==> src/rtl/mem_port_arbiter.sv <==
// Two-port arbiter in front of the single-port Memoria: round-robin grant on ties,
// read latency sequencing to MEM_LAT, and a one-cycle ack per completed access.
module mem_port_arbiter #(
  parameter int unsigned MEM_LAT = 2,
  parameter int unsigned ADDR_W  = 32,
  parameter int unsigned DATA_W  = 32
) (
  input  logic              clk,
  input  logic              reset,
  input  logic              cpu_req,
  input  logic              cpu_wr,
  input  logic [ADDR_W-1:0] cpu_addr,
  input  logic [DATA_W-1:0] cpu_wdata,
  output logic [DATA_W-1:0] cpu_rdata,
  output logic              cpu_ack,
  input  logic              dbg_req,
  input  logic              dbg_wr,
  input  logic [ADDR_W-1:0] dbg_addr,
  input  logic [DATA_W-1:0] dbg_wdata,
  output logic [DATA_W-1:0] dbg_rdata,
  output logic              dbg_ack,
  output logic [ADDR_W-1:0] mem_addr,
  output logic              mem_wr,
  output logic [DATA_W-1:0] mem_wdata,
  input  logic [DATA_W-1:0] mem_rdata,
  output logic              busy,
  output logic              owner,
  output logic [1:0]        fsm_state
);

  localparam logic [1:0] S_IDLE   = 2'd0;
  localparam logic [1:0] S_ACCESS = 2'd1;
  localparam logic [1:0] S_RESP   = 2'd2;

  localparam logic [2:0] LAT3 = 3'(MEM_LAT);

  // Handshake: a requester raises req with wr/addr/wdata and keeps it high until
  // its ack pulse; requests are only sampled in IDLE, and everything is latched
  // on grant, so inputs may change (or req may drop) once the grant has happened.

  logic [1:0]        state_q, state_d;
  logic [2:0]        cnt_q, cnt_d;
  logic              owner_q, owner_d;
  logic              last_owner_q, last_owner_d;
  logic              wr_q, wr_d;
  logic [ADDR_W-1:0] addr_q, addr_d;
  logic [DATA_W-1:0] wdata_q, wdata_d;
  logic [DATA_W-1:0] cpu_rdata_q, cpu_rdata_d;
  logic [DATA_W-1:0] dbg_rdata_q, dbg_rdata_d;
  logic              grant;

  always_comb begin
    state_d      = state_q;
    cnt_d        = cnt_q;
    owner_d      = owner_q;
    last_owner_d = last_owner_q;
    wr_d         = wr_q;
    addr_d       = addr_q;
    wdata_d      = wdata_q;
    cpu_rdata_d  = cpu_rdata_q;
    dbg_rdata_d  = dbg_rdata_q;
    // A lone dbg_req selects port 1; on a tie the port not served last wins.
    grant        = (cpu_req && dbg_req) ? ~last_owner_q : dbg_req;

    case (state_q)
      S_IDLE: begin
        if (cpu_req || dbg_req) begin
          owner_d      = grant;
          last_owner_d = grant;
          wr_d         = grant ? dbg_wr    : cpu_wr;
          addr_d       = grant ? dbg_addr  : cpu_addr;
          wdata_d      = grant ? dbg_wdata : cpu_wdata;
          cnt_d        = 3'd1;
          state_d      = S_ACCESS;
        end
      end
      S_ACCESS: begin
        if (wr_q) begin
          state_d = S_RESP;
        end else if (cnt_q == LAT3) begin
          if (owner_q) begin
            dbg_rdata_d = mem_rdata;
          end else begin
            cpu_rdata_d = mem_rdata;
          end
          state_d = S_RESP;
        end else begin
          cnt_d = cnt_q + 3'd1;
        end
      end
      S_RESP: begin
        cnt_d   = 3'd0;
        state_d = S_IDLE;
      end
      default: begin
        state_d = S_IDLE;
      end
    endcase
  end

  always_ff @(posedge clk or posedge reset) begin
    if (reset) begin
      state_q      <= S_IDLE;
      cnt_q        <= 3'd0;
      owner_q      <= 1'b0;
      last_owner_q <= 1'b1;
      wr_q         <= 1'b0;
      addr_q       <= '0;
      wdata_q      <= '0;
      cpu_rdata_q  <= '0;
      dbg_rdata_q  <= '0;
    end else begin
      state_q      <= state_d;
      cnt_q        <= cnt_d;
      owner_q      <= owner_d;
      last_owner_q <= last_owner_d;
      wr_q         <= wr_d;
      addr_q       <= addr_d;
      wdata_q      <= wdata_d;
      cpu_rdata_q  <= cpu_rdata_d;
      dbg_rdata_q  <= dbg_rdata_d;
    end
  end

  // Strobes decode straight from state so an async reset drops them at once.
  assign mem_wr    = (state_q == S_ACCESS) && wr_q;
  assign cpu_ack   = (state_q == S_RESP) && !owner_q;
  assign dbg_ack   = (state_q == S_RESP) && owner_q;
  assign mem_addr  = addr_q;
  assign mem_wdata = wdata_q;
  assign cpu_rdata = cpu_rdata_q;
  assign dbg_rdata = dbg_rdata_q;
  assign busy      = (state_q != S_IDLE);
  assign owner     = owner_q;
  assign fsm_state = state_q;

endmodule
==> config.mk <==
export PLATFORM = sky130hd
export DESIGN_NAME = mem_port_arbiter
export DESIGN_NICKNAME = d
export VERILOG_FILES = /design/src/rtl/mem_port_arbiter.sv
export SDC_FILE = /design/constraint.sdc
export NUM_CORES = 1
export LEC_CHECK = 0
export BUFFER_PORTS_ARGS = -buffer_cell sky130_fd_sc_hd__buf_2
export CAP_MARGIN = 20
export CORE_ASPECT_RATIO = 0.6
export CORE_UTILIZATION = 49
export CTS_CLUSTER_DIAMETER = 120
export DETAILED_ROUTE_END_ITERATION = 8
export PLACE_DENSITY_LB_ADDON = 0.2
export SLEW_MARGIN = 25
export SYNTH_ARGS = -nofsm -noshare
export SYNTH_HDL_FRONTEND = slang
export SYNTH_SLANG_ARGS = --single-unit
==> constraint.sdc <==
create_clock -name clk -period 12.6 [get_ports clk]
set_input_delay 1.89 -clock clk [delete_from_list [all_inputs] [get_ports clk]]
set_output_delay 1.89 -clock clk [all_outputs]
set_load 0.03 [all_outputs]
==> results.ini <==
[grt]
grt_pass1_wl_mm=23.4
antenna_found_initial=0
grt_usage_pct=24.7
grt_overflow=0
grt_max_degree=129
grt_pass1_vias=4782

[synth]
ys_types=31
synth_area_leaders=dfrtp_1 57%, mux2_2 13%, mux2i_1 11%, o21ai_0 5.3%, nand2_1 4.3%
synthTopCellsByCount=135 x dfrtp_1, 67 x nand2_1, 66 x mux2_2, 65 x mux2i_1, 63 x o21ai_0
yosysSeqAreaShare_pct=57.7
synth_top_area_share_pct=57.3
synth_most_common_cell=dfrtp_1
synth_edf_count=0
synth_area_um2=5900
synth_ff_type=dfrtp_1
netlist_instances=467
synth_nets=640
avgSynthCellArea_um2=12.6
synth-seq-cells=136
async_flop_share_pct=100
yosysTopAreaCell=dfrtp_1
yosys_warnings=0

[worst_setup_path]
reg2reg_from=fsm_state[0]$_DFFE_PP0P_
path_max_fanout=6
crit_slowest_cell=dfrtp_1
cp-end-kind=primary output
reg2reg_setup_slack_ns=10.41
worstPathRequired_ns=10.71
crit_chain=inv_1 > ha_1 > inv_1 > buf_2
cp_slowest_stage_delay_ns=0.43
reg2reg_depth=5
critical_path.startpoint_type=flip-flop
cp.arrival_ns=1.62
r2r_end=cnt_q[1]$_DFFE_PP0P_
cp_common_cell=inv_1
setup.worst_path.class=flip-flop to primary output

[floorplanning]
rows=30
die_x_um=144
coreArea_um2=11500
initial_core_util_pct=51.2
die_y_um=87
die-area_um2=12500
io_pins=301

[clocking]
cts-root-buf=clkbuf_16
insertion_delay_ns=0.41
cts.sinks=136
post_cts_resize_count=0
cts_setup_buffers=0
clk_path_buf_depth=2
cts_tree=yes
clkTransAtPathRegs_ns=0.06
cts_max_level=4
cts_hold_repair.buffers=0
numCtsBuffers=17

[finish]
fin_area_um2=8110
seq_area_um2=3400
layout.nets=935
multiInputGateArea_um2=2310
drive_gt1_share_pct=52.8
syn_to_final_growth_pct=37.4
fill_cells=888
n_antenna_cell=0

[sta]
final_max_slew_viol_count=0
finalSetupViolations=0
fmax_mhz=285
rsz0062_at_grt=no
fin_worst_skew_ns=0.0113
min_period_ns=3.51
slew_headroom_pct=31.4
period_share_pct=27.9
worst_pin_slew_ns=1.03
setup-tns-final_ns=0
hold_viol_final=0

[detailed_routing]
drt-total-wl_mm=15.1
vias=4628
route.detailed.drc=0
drt_pre_antenna_iters=6
post_drt_wl_per_cell_um=16.1
dr.first_iter.drc_count=177
postRouteAntennaNets=0
via_per_inst=4.95

[placed_design]
dpl.hpwl_mm=11.1
numPortBuffers=300
globalplace.congestion=0.862
placed_cell_area_um2=7470

[min_path]
holdCritPathClass=flip-flop to flip-flop
worstHoldEndpoint=mem_wdata[12]$_DFFE_PP0P_
whs_path_depth=2
hp-start=mem_wdata[12]$_DFFE_PP0P_

[power_and_ir_drop]
power_leakage_nw=4.40
p_per_area_nw_per_um2=281
vdd_drop_max_uv=125

[run]
cap_violations=0

[outcome]
outcome=finished, final reports clean

## critical path, delay by kind of cell (launching register included)
| family | cells | cell delay, ns |
|---|---|---|
| fa+ha+maj | 1 | 0.35 |
| buf+inv | 3 | 0.44 |
| flops | 1 | 0.43 |
## cell type report
cell class / count / area share (%)
Sequential cell: 136 / 42.0
Multi-Input combinational cell: 298 / 28.5
Timing Repair Buffer: 304 / 19.0
Clock buffer: 19 / 5.46
Tap cell: 160 / 2.47
Clock inverter: 13 / 2.36
Inverter: 5 / 0.293
## cell families after synthesis
group | synth area share (%)
and+or+nand+nor | 6.32
buffers and inverters | 3.63
AOI/OAI and AO/OA | 7.25
DFF | 57.7
muxes | 23.6
adders and majority gates | 1.48
## cells in the final DEF, fill, tap and decap left out, types with 3 or more instances in the layout
master / synthesis / routed
a21oi_1: 4 / 4
buf_2: 10 / 300
bufinv_16: 0 / 4
clkbuf_16: 0 / 17
clkinvlp_4: 0 / 3
dfrtp_1: 135 / 135
ha_1: 7 / 7
inv_1: 5 / 4
inv_6: 0 / 4
mux2_2: 66 / 66
mux2i_1: 65 / 65
nand2_1: 67 / 67
nor2b_1: 3 / 3
o21ai_0: 63 / 62
o21ai_1: 4 / 4
## flip-flops by register name (all words and copies together) (netlist names)
register	count
cpu_rdata	32
dbg_rdata	32
owner	1
cnt_q	3
wr_q	1
mem_wdata	32
mem_addr	32
last_owner_q	1
fsm_state	2
## routing by layer
metal | vias to the layer above | routed length, um | GRT usage [%]
met2 | 179 | 7540 | 42.9
met1 | 2190 | 6170 | 28.9
met5 | - | 0 | 0
li1 | 2229 | - | -
met3 | 30 | 995 | 7.48
met4 | 0 | 379 | 10.2
## worst max-delay path by stage
| stage | from | endpoint | slack [ns] | depth (start not counted) |
|---|---|---|---|---|
| floorplan | reset | cnt_q[0]$_DFFE_PP0P_ | 7.07 | 1 |
| global placement | dbg_req | mem_addr[14]$_DFFE_PP0P_ | 8.98 | 5 |
| detailed placement | dbg_req | mem_wdata[18]$_DFFE_PP0P_ | 8.90 | 5 |
| CTS | fsm_state[0]$_DFFE_PP0P_ | busy | 9.05 | 4 |
| global route | fsm_state[0]$_DFFE_PP0P_ | busy | 8.98 | 4 |
| finish | fsm_state[0]$_DFFE_PP0P_ | busy | 9.09 | 4 |
## report_power, final
part           leakage (nW)  internal [mW]  switching [mW]
registers              1.67          0.637           0.107
clock network         0.301          0.339           0.191
logic                  2.43          0.319           0.690
## through the flow
step / utilization, % / worst slack (ns) / std cells / total power [mW] / hold WS [ns]
CTS: 70.3 / 9.05 / 935 / 2.30 / 0.478
global route: 70.4 / 8.98 / 935 / 2.40 / 0.496
global placement: 64.7 / 8.98 / 903 / 1.73 / 0.457
detailed placement: 64.8 / 8.90 / 903 / 1.77 / 0.465
floorplan: - / 7.07 / 467 / 1.45 / 0.497
finish: 70.4 / 9.09 / 935 / 2.28 / 0.474
Note: power is estimated with default switching activity, not from simulation.
